**config.mk**
```make
export PLATFORM = sky130hd
export DESIGN_NAME = decoder_n_seq
export DESIGN_NICKNAME = d
export VERILOG_FILES = /design/src/rtl/decoder_n_seq.sv
export SDC_FILE = /design/constraint.sdc
export NUM_CORES = 1
export LEC_CHECK = 0
export CAP_MARGIN = 15
export CORE_AREA = 2 2 44 63
export DETAILED_ROUTE_END_ITERATION = 12
export DIE_AREA = 0 0 46 65
export HOLD_SLACK_MARGIN = 0.15
export MAX_ROUTING_LAYER = met4
export PLACE_DENSITY = 0.85
export SLEW_MARGIN = 20
export SYNTH_ARGS = -nofsm -noshare
export SYNTH_HDL_FRONTEND = slang
export SYNTH_SLANG_ARGS = --single-unit
```
**constraint.sdc**
```tcl
create_clock -name clk -period 2.55 [get_ports clk]
set_input_delay 0.765 -clock clk [delete_from_list [all_inputs] [get_ports clk]]
set_output_delay 0.765 -clock clk [all_outputs]
set_load 0.01 [all_outputs]
```
**src/rtl/decoder_n_seq.sv**
```systemverilog
// Registered binary-to-one-hot decoder with level, timed-pulse and walking-one scan modes.
// All outputs come from a single state machine; out is never combinational from sel.
module decoder_n_seq #(
  parameter  int SEL_W     = 2,
  parameter  int PULSE_LEN = 4,
  parameter  int CNT_W     = 8,
  localparam int OUTS      = 2**SEL_W
) (
  input  logic             clk,
  input  logic             rst,
  input  logic             en,
  input  logic [1:0]       mode,
  input  logic             load,
  input  logic [SEL_W-1:0] sel,
  output logic [0:OUTS-1]  out,
  output logic             busy,
  output logic             done
);

  // One counter serves both the pulse length and the scan step count.
  localparam int CW = (CNT_W > SEL_W) ? CNT_W : SEL_W;
  localparam logic [CW-1:0] PULSE_INIT = CW'(PULSE_LEN - 1);
  localparam logic [CW-1:0] SCAN_INIT  = CW'(OUTS - 1);

  localparam logic [1:0] MODE_LEVEL = 2'b00;
  localparam logic [1:0] MODE_PULSE = 2'b01;
  localparam logic [1:0] MODE_SCAN  = 2'b10;

  typedef enum logic [1:0] {IDLE, PULSE, SCAN} state_t;

  state_t           state_reg;
  logic [CW-1:0]    cnt_reg;
  logic [SEL_W-1:0] idx_reg;
  logic [SEL_W-1:0] idx_next;
  logic [0:OUTS-1]  sel_hot;
  logic [0:OUTS-1]  next_hot;

  // Wrap from OUTS-1 to 0 falls out of SEL_W-bit overflow.
  assign idx_next = idx_reg + SEL_W'(1);

  genvar gi;
  generate
    for (gi = 0; gi < OUTS; gi++) begin : g_hot
      assign sel_hot[gi]  = (sel == SEL_W'(gi));
      assign next_hot[gi] = (idx_next == SEL_W'(gi));
    end
  endgenerate

  always_ff @(posedge clk) begin
    done <= 1'b0;
    if (rst) begin
      state_reg <= IDLE;
      out       <= '0;
      busy      <= 1'b0;
      cnt_reg   <= '0;
      idx_reg   <= '0;
    end else if (!en) begin
      state_reg <= IDLE;
      out       <= '0;
      busy      <= 1'b0;
    end else begin
      case (state_reg)
        IDLE: begin
          busy <= 1'b0;
          case (mode)
            MODE_LEVEL: out <= sel_hot;
            MODE_PULSE: begin
              if (load) begin
                out       <= sel_hot;
                cnt_reg   <= PULSE_INIT;
                state_reg <= PULSE;
                busy      <= 1'b1;
              end else begin
                out <= '0;
              end
            end
            MODE_SCAN: begin
              if (load) begin
                idx_reg   <= sel;
                out       <= sel_hot;
                cnt_reg   <= SCAN_INIT;
                state_reg <= SCAN;
                busy      <= 1'b1;
              end else begin
                out <= '0;
              end
            end
            default: out <= '0;
          endcase
        end

        PULSE: begin
          if (mode != MODE_PULSE) begin
            state_reg <= IDLE;
            out       <= '0;
            busy      <= 1'b0;
          end else if (cnt_reg != '0) begin
            cnt_reg <= cnt_reg - CW'(1);
          end else begin
            state_reg <= IDLE;
            out       <= '0;
            busy      <= 1'b0;
            done      <= 1'b1;
          end
        end

        SCAN: begin
          if (mode != MODE_SCAN) begin
            state_reg <= IDLE;
            out       <= '0;
            busy      <= 1'b0;
          end else if (cnt_reg != '0) begin
            idx_reg <= idx_next;
            out     <= next_hot;
            cnt_reg <= cnt_reg - CW'(1);
          end else begin
            state_reg <= IDLE;
            out       <= '0;
            busy      <= 1'b0;
            done      <= 1'b1;
          end
        end

        default: begin
          state_reg <= IDLE;
          out       <= '0;
          busy      <= 1'b0;
        end
      endcase
    end
  end

endmodule

```
==> run summary <==
GRT Residual Overflow - 0
H-tree Lvls - 1
Initial Util - 52.02%
Peak VDD IR - 306.1 uV
Design area - 1523 sq um
FFs w/ async S/R, synth - 0%
Yosys cell types - 47
Largest net degree at the start of global routing - 15
Crit-path max FO - 5
Max Freq - 0.4055 GHz
Pleak - 0.5839 nW
Initial antenna violation count - 0
Number of synthesized flops with an enable pin - 0
Outcome - completed
Synth warn - 0
Slew HR - 62.33%
Die width - 46 microns
Placeable Area - 2477 sq um
Critical-path cell list - clkdlybuf4s50_1 > inv_1 > ha_4 > and3_4 > o2111ai_4 > or4_1 > a21oi_1
Crit path DAT - 2.68 ns
Vias in the first global route - 1144
Worst EP required - 2.77 ns
Max reg flops - 8
Worst slew pin tran - 0.5604 ns
Max_cap viols - 0
Hold Buf Count CTS - 0
Area grow syn2layout - 18.16%
Pre-CTS WS - -0.3470 ns
# nets final - 192
Final period util - 96.71%
First-pass GRT wire length - 4892 microns
Most common cell after layout, fill and taps aside - dfxtp_1
Max Root-Sink Buffers - 2
Gr usage total - 22.20%
DRT Wirelength - 3100 microns
Setup Viol. Count Final - 0
Die H - 65 microns
Ys flop type - dfxtp_1
Final ANT Viol Nets - 0
# diodes - 0
Full die area - 2990 sq um
Clock Latency Late Sink - 0.28 ns
CTS buffer count - 3
RSZ-0062 raised after global routing - no
Final core utilization - 61.46%
CTS tree - done
Commonest non-fill, non-tap cells in the layout - 18 x dfxtp_1, 13 x inv_1, 13 x clkdlybuf4s50_1
Setup CP Type - in -> reg
DRC - 0
Final min period - 2.466 ns
Delay-heaviest family, CP - simple AND/OR/NAND/NOR gates
Cell Pwr Density - 430.2 nW/um^2
Initial DRT Pass Iterations - 4
Setup_tns - 0 ns
FF/Latch Area - 360.3 sq um
WL/cell - 16.06 microns
Layout Skew - 0.002401 ns
Clock root cell - clkbuf_4
Syn nets - 172
Clock transition at path regs - 0.10 ns
Synthesis-stage register bit count - 18
Critical path launch point type - primary input
Final slew viol count - 0
DP Wirelength - 2288 microns
Fill count - 214
Avg Vias per Cell - 6.389
Share of post-route cells with drive strength above 1 - 13.02%
Critical path's slowest cell - or4_1
Vias - 1233
Clk sink count - 18
Area post-placement - 1456 sq um
Starting DRT DRC Count - 42
Critical path's largest stage delay - 0.54 ns
# rows - 22
Final Hold Vio Count - 0
IO buf count - 13
Post-synthesis instance total - 151
Avg Cell Area, Syn - 8.535 sq um
Post-synthesis cell area - 1289 sq um
Worst path bufs/invs - 2
Ports - 14
Crit end category - register
Post-synthesis sequential area ratio - 27.96%
Worst min-delay path class - reg -> reg
Setup ws final - 0.08388 ns
Gpl congestion - 0.9142
Multi-input gate area - 863.3 sq um
==> path summary, 6_finish.rpt <==
kind | startpoint | end | slack (ns) | cells after the start
setup / recovery | mode[1] | cnt_reg[3] | 0.08 | 7
hold / removal | busy | busy | 0.49 | 2
setup reg to reg | state_reg[0] | cnt_reg[3] | 0.36 | 6
hold reg to reg | busy | busy | 0.49 | 2
==> per-layer routing <==
layer	wire length (microns)	share of wire [%]	up-vias	global-route usage [%]
li1	-	-	608	-
met1	1267	41	603	24.36
met2	1696	55	16	38.37
met3	60	1.9	6	2.786
met4	75	2.4	0	9.286
met5	0	0	-	-
==> worst reg2reg max path, cell delays in order, from the launching register on <==
cell	delay (ns)
dfxtp_1	0.40
inv_1	0.10
ha_1	0.44
and2b_1	0.28
o2111ai_4	0.19
or4_1	0.54
a21oi_1	0.18
==> stage by stage <==
step / power (W) / hold WS (ns) / cells
after floorplan: 0.0004552 / 0.4523 / 151
after global placement: 0.0004982 / 0.4683 / 189
after detailed placement: 0.0005068 / 0.4775 / 189
after CTS: 0.0006525 / 0.4925 / 192
after global routing: 0.0006900 / 0.5195 / 193
final: 0.0006550 / 0.4894 / 193
==> synthesized netlist by cell type (2+ instances only) <==
master     number  area [sq um]
dfxtp_1        18         360.4
ha_1           13         162.7
inv_1          13         48.80
a21oi_1        12         60.06
nand2_1         9         33.78
nand3_1         7         35.03
o31ai_1         7         52.55
nor3_1          6         30.03
or4_1           6         45.04
nor2_1          4         15.01
o2bb2ai_1       4         35.03
a31oi_1         3         18.77
and3_1          3         18.77
clkbuf_1        3         11.26
o21ai_0         3         15.01
o311a_1         3         30.03
a211oi_1        2         15.01
a21o_1          2         15.01
and2_1          2         12.51
buf_6           2         22.52
nand2b_1        2         12.51
or2b_2          2         17.52
==> cell type report <==
class                      instances  share of cell area, %
multi-input combinational        113                  56.70
sequential                        18                  23.66
timing repair buffer              22                  12.98
inverter                          13                  3.205
tap                               24                  1.972
clock buffer                       3                  1.479
==> power breakdown <==
part           total [W]  internal [W]  switching [W]
combinational   0.000207     0.0000823       0.000125
clock           0.000141     0.0000548      0.0000861
sequential      0.000307      0.000294      0.0000126
total           0.000655      0.000431       0.000224
==> what timing repair did <==
action	in CTS	in global routing
setup endpoints to repair	5	6
cloned	0	1
pin swaps	0	1
buffers inserted	0	0
resized for setup	1	2
==> cell families (layout without fill, tap and decap cells) <==
| family | after synthesis | in the layout | share of synthesized area (%) |
|---|---|---|---|
| buffers and inverters | 21 | 38 | 8.446 |
| adders and majority gates | 13 | 13 | 12.62 |
| and+or+nand+nor | 54 | 54 | 25.24 |
| DFF | 18 | 18 | 27.96 |
| AOI/OAI and AO/OA | 45 | 46 | 25.73 |
No activity file was read; power rests on OpenSTA's default activity.
